===== config.mk =====
export PLATFORM = sky130hd
export DESIGN_NAME = mult16_operand_sequencer
export DESIGN_NICKNAME = d
export VERILOG_FILES = /design/src/rtl/mult16_operand_sequencer.sv
export SDC_FILE = /design/constraint.sdc
export NUM_CORES = 1
export LEC_CHECK = 0
export CAP_MARGIN = 20
export CORE_MARGIN = 2
export CORE_UTILIZATION = 40
export DETAILED_ROUTE_END_ITERATION = 6
export HOLD_SLACK_MARGIN = 0.06
export SETUP_SLACK_MARGIN = 0.05
export SLEW_MARGIN = 15
export SYNTH_ARGS = -nofsm -noshare
export SYNTH_HDL_FRONTEND = slang
export SYNTH_SLANG_ARGS = --single-unit

===== constraint.sdc =====
create_clock -name clk -period 8.8 [get_ports clk]
set_clock_uncertainty 0.1 [all_clocks]
set_input_delay 1.76 -clock clk [delete_from_list [all_inputs] [get_ports clk]]
set_output_delay 1.76 -clock clk [all_outputs]
set_load 0.005 [all_outputs]

===== src/rtl/mult16_operand_sequencer.sv =====
// Operand-pair queue and run sequencer in front of the 16-bit shift-add
// multiplier. Pairs are queued from a valid/ready source, each one is run for
// a fixed window of mul_start cycles, and the product is returned on a
// valid/ready result port. The multiplier never clears its accumulator, so
// the product is taken as the difference of yout across the run.
module mult16_operand_sequencer #(
    parameter int FIFO_DEPTH = 4,
    parameter int RUN_CYCLES = 18
) (
    input  logic                              clk,
    input  logic                              rst,
    input  logic                              in_valid,
    output logic                              in_ready,
    input  logic [15:0]                       in_a,
    input  logic [15:0]                       in_b,
    output logic [$clog2(FIFO_DEPTH+1)-1:0]   fifo_level,
    output logic                              mul_start,
    output logic [15:0]                       mul_ain,
    output logic [15:0]                       mul_bin,
    input  logic [31:0]                       mul_yout,
    input  logic                              mul_done,
    output logic                              res_valid,
    input  logic                              res_ready,
    output logic [31:0]                       res_data,
    output logic                              res_err
);

    localparam int AW = (FIFO_DEPTH > 1) ? $clog2(FIFO_DEPTH) : 1;
    localparam int LW = $clog2(FIFO_DEPTH + 1);
    localparam int CW = $clog2(RUN_CYCLES);

    typedef enum logic [1:0] {IDLE, RUN, CAPT, OUT} state_t;

    state_t         state, state_nxt;
    logic [15:0]    mem_a [FIFO_DEPTH];
    logic [15:0]    mem_b [FIFO_DEPTH];
    logic [AW-1:0]  wr_ptr, rd_ptr;
    logic [LW-1:0]  level;
    logic [CW-1:0]  cnt;
    logic [31:0]    base;
    logic           done_seen;
    logic           push, pop, full;

    // Full blocks pushes even if a pop frees a slot this cycle.
    assign full       = (level == LW'(FIFO_DEPTH));
    assign in_ready   = !full;
    assign push       = in_valid && in_ready;
    assign pop        = (state == IDLE) && (level != '0);
    assign fifo_level = level;

    // Queue storage; contents need no reset since level gates every read.
    always_ff @(posedge clk) begin
        if (push) begin
            mem_a[wr_ptr] <= in_a;
            mem_b[wr_ptr] <= in_b;
        end
    end

    // Queue pointers and occupancy; pointers wrap at FIFO_DEPTH (power of 2).
    always_ff @(posedge clk) begin
        if (rst) begin
            wr_ptr <= '0;
            rd_ptr <= '0;
            level  <= '0;
        end else begin
            if (push) wr_ptr <= wr_ptr + AW'(1);
            if (pop)  rd_ptr <= rd_ptr + AW'(1);
            case ({push, pop})
                2'b10:   level <= level + LW'(1);
                2'b01:   level <= level - LW'(1);
                default: level <= level;
            endcase
        end
    end

    // State register.
    always_ff @(posedge clk) begin
        if (rst) state <= IDLE;
        else     state <= state_nxt;
    end

    // Next-state and start strobe; start is high only while in RUN.
    always_comb begin
        state_nxt = state;
        mul_start = 1'b0;
        case (state)
            IDLE: if (pop) state_nxt = RUN;
            RUN: begin
                mul_start = 1'b1;
                if (cnt == CW'(RUN_CYCLES - 1)) state_nxt = CAPT;
            end
            CAPT: state_nxt = OUT;
            OUT:  if (res_valid && res_ready) state_nxt = IDLE;
            default: state_nxt = IDLE;
        endcase
    end

    // Operand latch, run counter, done tracking and result capture.
    always_ff @(posedge clk) begin
        if (rst) begin
            mul_ain   <= '0;
            mul_bin   <= '0;
            base      <= '0;
            done_seen <= 1'b0;
            cnt       <= '0;
            res_data  <= '0;
            res_err   <= 1'b0;
            res_valid <= 1'b0;
        end else begin
            case (state)
                IDLE: if (pop) begin
                    mul_ain   <= mem_a[rd_ptr];
                    mul_bin   <= mem_b[rd_ptr];
                    base      <= mul_yout;
                    done_seen <= 1'b0;
                    cnt       <= '0;
                end
                RUN: begin
                    cnt       <= cnt + CW'(1);
                    done_seen <= done_seen | mul_done;
                end
                CAPT: begin
                    res_data  <= mul_yout - base;
                    res_err   <= !done_seen;
                    res_valid <= 1'b1;
                end
                OUT: if (res_ready) res_valid <= 1'b0;
                default: ;
            endcase
        end
    end

endmodule


# [Word-level counts from Yosys, hierarchy flattened]
# Memory sizes are Yosys's and may differ from the RTL's. A register that Yosys moved wholly into a read port is not among the register bits.
# Index checks and enable logic that the tools add are counted.
[totals] wordCells=58 out_inout_bits=71 regBits=81 input_bits=69 n_memories=2 ram_bits=128
[mem_list] memory="mem_a" words=4 word_bits=16 rd=1 rd_clocked_by_memory_dff=1 write_ports=1 line="35" source="logic [15:0] mem_a [FIFO_DEPTH];"
[mem_list] memory="mem_b" words=4 word_bits=16 rd=1 rd_clocked_by_memory_dff=1 write_ports=1 line="36" source="logic [15:0] mem_b [FIFO_DEPTH];"
[op_classes] bitwise_logic=1 n_addsub=6 mux=14 n_reduce_logical=14 n_eq_ne=11
[op_table] cell="subtractor 32 bit" n=1
[op_table] cell="case mux 5 bit (2 select lines)" n=1
[op_table] cell="inequality test 2 bit (second input constant)" n=4
[op_table] cell="case mux 2 bit (4 select lines)" n=1
[op_table] cell="equality test 2 bit (second input constant)" n=3
[op_table] cell="two-way mux 2 bit" n=3
[op_table] cell="case mux 3 bit (2 select lines)" n=1
[op_table] cell="AND reduction 2 bit" n=3
[op_table] cell="nonzero test 2 bit" n=3
[op_table] cell="adder 5 x 1 -> 5 bit (second input constant)" n=1
[op_table] cell="equality test 5 bit (second input constant)" n=1
[op_table] cell="two-way mux 1 bit" n=5
[op_table] cell="two-way mux 5 bit" n=1
[op_table] cell="adder 2 x 1 -> 2 bit (second input constant)" n=2
[op_table] cell="equality test 2 x 1 -> 1 bit (second input constant)" n=2
[op_table] cell="case mux 1 bit (2 select lines)" n=2
[op_table] cell="adder 3 x 1 -> 3 bit (second input constant)" n=1
[op_table] cell="equality test 3 bit (second input constant)" n=1
[op_table] cell="logical AND 1 bit" n=3
[op_table] cell="AND reduction 3 bit" n=1
[op_table] cell="nonzero test 3 bit" n=1
[op_table] cell="subtractor 3 x 1 -> 3 bit (second input constant)" n=1
[op_table] cell="zero test 1 bit" n=2
[op_table] cell="zero test 2 bit" n=1
[op_table] cell="bitwise OR 1 bit" n=1

# [Longest topological paths before layout]
# Gate-level depths: netlist (run 1).
[depth] ltp_word=5 mapped_depth=12 depth_no_buf=10

# [Least setup slack after synthesis (run 1)]
# No wires, ideal clock.
[synth_timing] path_kind="input port to flip-flop" start="input mul_yout[0]" end="register res_data[24]" setup_ns=0.135 stages=10 required_ns=8.565 arrival_ns=3.647 setup_slack_ns=4.918 path_buffers=0 cell_sequence="inv_1 > ha_1 > fa_1 > nor2b_1 > o211ai_1 > a31o_4 > a211o_1 > a21oi_1 > mux2i_1 > o311ai_1"
[synth_between] elab_chain_len=1
[synth_lines] element="from (decl)" line="20" source="input logic [31:0] mul_yout,"
[synth_lines] element="subtractor 32 bit" line="123" source="res_data <= mul_yout - base;"
[synth_lines] element="to (signal assigned)" line="123"
[synth_lines] element="to (decl)" line="24" source="output logic [31:0] res_data,"
# No other way between the ends.
# A chain may end at the register's enable or synchronous reset.

# [Worst setup path after layout (run 1)]
[layout_timing] start="input mul_yout[9]" end="register res_data[18]"
# Same word-level chain as after synthesis.

==> metrics, run 1 <==
Max H-tree Level 1; Via Count 7385; Post-synth EDFFs about 130; DR iter-0 viols between 400 and 500; final hold violation count 0; CTS tree built; Post-CTS Setup Inserts 0; Post-DRT Antenna Nets 0; Power Dens Cells between 300 and 400 nW/µm²; Synth Area per Inst 11.2 µm²; WP buf/inv 1; Register Area 6110 µm²; global-route wire length before repair between 30000 and 40000 µm; fillcell total between 2000 and 2500; row count around 60; startpoint types input pin; share of layout cells above drive strength 1 0.0838; Multi-input gate area around 4200 µm²; hold depth 2; post-CTS sizing 0; chip height 167 µm; PortBufs about 140; Max Clock Freq roughly 250 MHz; post-synthesis register bit count 241; Worst Hold Launch res_data[21]$_SDFFE_PP0P_; slowest library cell on the worst path a211oi_1; Syn-to-layout area delta 23.9%; die area 27900 µm²; Gate Count Post-Synth approximately 950; RePlAce Congestion 0.869; chip width 167 µm; FFs w/ async S/R, synth 0; CP most frequent cell a211oi_1; Worst R2R Start fifo_level[2]$_SDFFE_PP0P_; WS Path Type input pin to register; Sink Count 241; worst rel slew slack 0.321; GRT Util Overall 0.171; CP max FO 9; DR vias/cell 5.15; initial antenna violation count 1; setup TNS 0 ns; Initial Utilization 0.408; WP data arrival 4.34 ns; max_cap viols 0; syn nets 1064; vias in the first global route 7213; worst path cell trace clkdlybuf4s50_1 -> ha_1 -> a211oi_1 -> nor2_1 -> a211oi_1 -> a211oi_2 -> o21ai_1 -> mux2i_1 -> o311ai_0; Worst Hold Class register to register; hpwl dp roughly 15000 µm; largest net degree at the start of global routing 77; Leak about 4.6 nW; CTS max path bufs 3; Yosys warnings 0; total CTS buffers 27; # nets final 1190; Post-CTS Hold Buffers 0; synthesized area approximately 11000 µm²; WL/cell about 17 µm; Worst Reg-to-Reg Cells 10; Hold Path End res_data[21]$_SDFFE_PP0P_; status finished clean; setup slack, reg-to-reg slightly below 6 ns; Pre-Repair DR Iteration Count 5; max-slew violations 0; Pwr Total 4.21 mW; min Tclk post-route between 4 and 5 ns; Tightest Pin Transition about 1.0 ns; Peak VDD IR roughly 330 µV; sequential fraction of the synthesis area 0.574; core footprint 26100 µm²; worst skew pair latency 0.55 ns; CP endpoint kind register; Setup Viol. Count Final 0; num ports 140; CP peak stage delay ~0.61 ns; Tcrit/Tclk final 0.461; Clock transition at path regs ~0.06 ns; Synth Flop Type edfxtp_1; worst path required time 9.08 ns; Worst R2R End fifo_level[2]$_SDFFE_PP0P_; Netlist cell types 60; RSZ-0062 raised after global routing false; cell family with most CP delay compound AO/OA/AOI/OAI gates; Root Buffer clkbuf_16; Post-route DRC 0; final wirelength 24100 µm; grt ovf 0
==> flip-flops by register name (all words and copies together) (netlist names), 2 cells and up <==
register and cells:
base 32, mem_b 64, fifo_level 3, wr_ptr 2, rd_ptr 2, res_data 32, state 2, mem_a 64
cnt 5, mul_bin 16, mul_ain 16
==> cell families after synthesis <==
family / count (synthesis) / share of synthesized area
XOR/XNOR: 26 / 0.0214
AND/OR/NAND/NOR: 298 / 0.121
AO/OA/AOI/OAI: 198 / 0.114
flip-flops: 241 / 0.574
adder cells (fa/ha/maj): 44 / 0.0532
buffers and inverters: 99 / 0.0358
multiplexers: 45 / 0.0800
==> metrics by stage <==
step           instance area, µm²  hold slack, ns  setup WS [ns]  std cells  utilization
3_3_place_gp                12300           0.337           4.23       1383        0.472
2_1_floorplan               10600           0.336           4.92        951            -
3_5_place_dp                12300           0.344           4.22       1383        0.472
6_report                    13200           0.352           4.74       1434        0.506
4_1_cts                     13200           0.354           4.77       1433        0.506
5_1_grt                     13200           0.367           4.52       1433        0.506
==> layer usage <==
metal,global-route usage,share of wire
met1,0.221,0.44
met2,0.298,0.48
met3,0.0364,0.058
met4,0.0364,0.018
met5,0,0
==> layout by cell type (no fill, tap or decap), types with 13 or more instances in the layout <==
cell             netlist  final
clkbuf_16              0     27
nand3_1               16     16
clkdlybuf4s50_1        0    138
inv_1                 50     49
nand2_1              170    170
xnor2_1               14     14
mux2i_1               13     13
mux4_2                32     32
edfxtp_1             128    128
ha_1                  42     42
o21ai_0               22     22
dfxtp_1              113    111
a21oi_1               99     99
nor2_1                52     52
==> tightest hold or removal path: cells and delay by family, from the launching register on <==
kind               cells  cell delay [ns]
AOI/OAI and AO/OA      1             0.05
and+or+nand+nor        1             0.05
DFF                    1             0.32
==> synth_stat cells, drive strengths merged (13+ instances only) <==
| library cell | instances | area, µm² |
|---|---|---|
| xnor2 | 14 | 123 |
| nor2 | 52 | 195 |
| nand2 | 170 | 638 |
| edfxtp | 128 | 3840 |
| inv | 50 | 188 |
| mux2i | 13 | 130 |
| a21oi | 100 | 504 |
| mux4 | 32 | 721 |
| o21ai | 24 | 120 |
| dfxtp | 113 | 2260 |
| nand3 | 17 | 90.1 |
| ha | 42 | 526 |
| clkbuf | 41 | 154 |
==> worst max-delay path by stage <==
stage	from	endpoint	depth (start not counted)
floorplan	mul_yout[0]	res_data[24]$_SDFFE_PP0P_	10
global placement	mul_yout[9]	res_data[22]$_SDFFE_PP0P_	9
detailed placement	mul_yout[9]	res_data[22]$_SDFFE_PP0P_	9
CTS	mul_yout[9]	res_data[18]$_SDFFE_PP0P_	9
global route	mul_yout[9]	res_data[18]$_SDFFE_PP0P_	9
finish	mul_yout[9]	res_data[18]$_SDFFE_PP0P_	9
==> final cells by class <==
class,count,share of cell area
diodes,1,0.000190
clock buffers,35,0.0543
clock inverters,15,0.0113
inverters,50,0.0142
multi-input cells,611,0.315
flip-flops and latches,241,0.464
well taps,335,0.0318
repair buffers,146,0.109
==> report_power, final <==
part / internal, mW / switching [mW]
clock: 0.637 / 0.455
sequential: 1.42 / 0.146
combinational: 0.702 / 0.847
Power figures use the tool's default switching activity.
==> inputs of run 2 (changes only) <==
==> constraint.sdc (replaced) <==
create_clock -name clk -period 3.7 [get_ports clk]
set_clock_uncertainty 0.1 [all_clocks]
set_input_delay 0.74 -clock clk [delete_from_list [all_inputs] [get_ports clk]]
set_output_delay 0.74 -clock clk [all_outputs]
set_load 0.005 [all_outputs]
==> metrics, run 2 (same netlist as run 1, synthesis figures left out) <==
Regs by FF count mem_a (64), mem_b (64); hold slack final ~0.35 ns; PortBufs ~140; Max H-tree Level 1; Via Count between 7000 and 8000; startpoint types input pin; max_cap viols 0; Leak approximately 4.7 nW; cell area after layout 13400 µm²; DR iter-0 viols 414; Tcrit/Tclk final 0.811; area of placed instances 12400 µm²; worst rel slew slack 0.333; logic gate share of total power 0.359; # nets final ~1200; post-CTS sizing 0; Post-route DRC 0; worst skew pair latency around 0.55 ns; num ports 140; Syn-to-layout area delta 26.3%; Pint roughly 7 mW; RePlAce Congestion between 0.8 and 0.9; WP data arrival between 3 and 4 ns; final hold violation count 0; Inst Count DP around 1400; setup TNS 0 ns; WS Path Type input pin to register; Post-CTS Setup Inserts 0; Sw Pwr 3.48 mW; Final WS setup 0.699 ns; WL/cell between 15 and 20 µm; chip height between 150 and 200 µm; largest net degree at the start of global routing 85; Peak VDD IR 450 µV; CTS tree built; initial antenna violation count 1; status finished clean; Post-DRT Antenna Nets 0; total CTS buffers 27; most frequent cells in the layout nand2_1, clkdlybuf4s50_1, edfxtp_1, dfxtp_1, a21oi_1; GRT Util Overall 0.173; Power Dens Cells 780 nW/µm²; Root Buffer clkbuf_16; Sink Count 241; hpwl dp 16200 µm; die area about 28000 µm²; global-route wire length before repair around 39000 µm; final wirelength around 24000 µm; Initial Utilization 0.408; DR vias/cell a little over 5; Pre-Repair DR Iteration Count 6; Setup Viol. Count Final 0; switch share 0.332; row count 59; Clock transition at path regs around 0.060 ns; chip width approximately 170 µm; Max Clock Freq about 330 MHz; RSZ-0062 raised after global routing false; Placement Setup Slack 0.152 ns; share of layout cells above drive strength 1 0.101; commonest non-fill, non-tap cell in the layout nand2_1; Tightest Pin Transition between 1 and 1.5 ns; Post-CTS Hold Buffers 0; CTS max path bufs 3; CP peak stage delay 0.48 ns; power share of the sequential group 0.357; CP endpoint kind register; vias in the first global route 7243; Worst Hold Class register to register; worst path required time roughly 4.0 ns; core footprint between 20000 and 30000 µm²; min Tclk post-route approximately 3.0 ns; CP max FO 5; Post-Layout Cell Count around 1400; max-slew violations 0; clock power share 0.284; slowest library cell on the worst path clkdlybuf4s50_1; worst path cell trace clkdlybuf4s50_1 -> inv_1 -> ha_1 -> fa_1 -> nor2b_1 -> o211ai_1 -> a31o_4 -> a211o_1 -> a21oi_1 -> mux2i_1 -> o311ai_1; grt ovf 0
## run 2: area by class of cell
| cell class | count | area, µm² |
|---|---|---|
| Fill cell | 2355 | 12600 |
| Clock buffer | 34 | 732 |
| Antenna cell | 1 | 2.50 |
| Multi-Input combinational cell | 611 | 4150 |
| Timing Repair Buffer | 161 | 1550 |
| Sequential cell | 241 | 6110 |
| Clock inverter | 16 | 272 |
| Tap cell | 335 | 419 |
| Inverter | 50 | 188 |
## run 2: worst paths after layout
| check | startpoint | end | slack, ns | cells after the start |
|---|---|---|---|---|
| worst max-delay path | mul_yout[0] | res_data[24]$_SDFFE_PP0P_ | 0.70 | 11 |
| worst max register to register | base[8]$_SDFFE_PP0P_ | res_data[24]$_SDFFE_PP0P_ | 1.10 | 9 |
| worst min-delay path | res_data[23]$_SDFFE_PP0P_ | res_data[23]$_SDFFE_PP0P_ | 0.35 | 2 |
| worst min register to register | res_data[23]$_SDFFE_PP0P_ | res_data[23]$_SDFFE_PP0P_ | 0.35 | 2 |
## run 2: critical path: cells and delay by family
family / cells / cell delay (ns)
fa+ha+maj: 2 / 0.62
compound gates: 5 / 1.03
simple gates: 1 / 0.17
buf+inv: 2 / 0.53
mux: 1 / 0.21
## run 2: per-layer routing
metal | share of wire | GRT usage | wire [µm]
met3 | 0.055 | 0.0356 | 1340
met4 | 0.021 | 0.0416 | 501
met1 | 0.45 | 0.227 | 10900
met5 | 0 | 0 | 0
met2 | 0.48 | 0.293 | 11500
## run 2: power groups by stage
| stage | clock network, mW | logic, mW | registers (mW) |
|---|---|---|---|
| after floorplan | 0 | 2.49 | 3.67 |
| after global placement | 0 | 3.77 | 3.79 |
| after detailed placement | 0 | 3.80 | 3.80 |
| after CTS | 3.05 | 3.82 | 3.75 |
| after global routing | 3.16 | 4.19 | 3.81 |
| final | 2.97 | 3.76 | 3.73 |
## run 2: per-stage QoR
| step | total power [mW] | utilization |
|---|---|---|
| after global routing | 11.2 | 0.515 |
| after CTS | 10.6 | 0.515 |
| after floorplan | 6.16 | - |
| after global placement | 7.57 | 0.477 |
| after detailed placement | 7.61 | 0.477 |
| final | 10.5 | 0.515 |
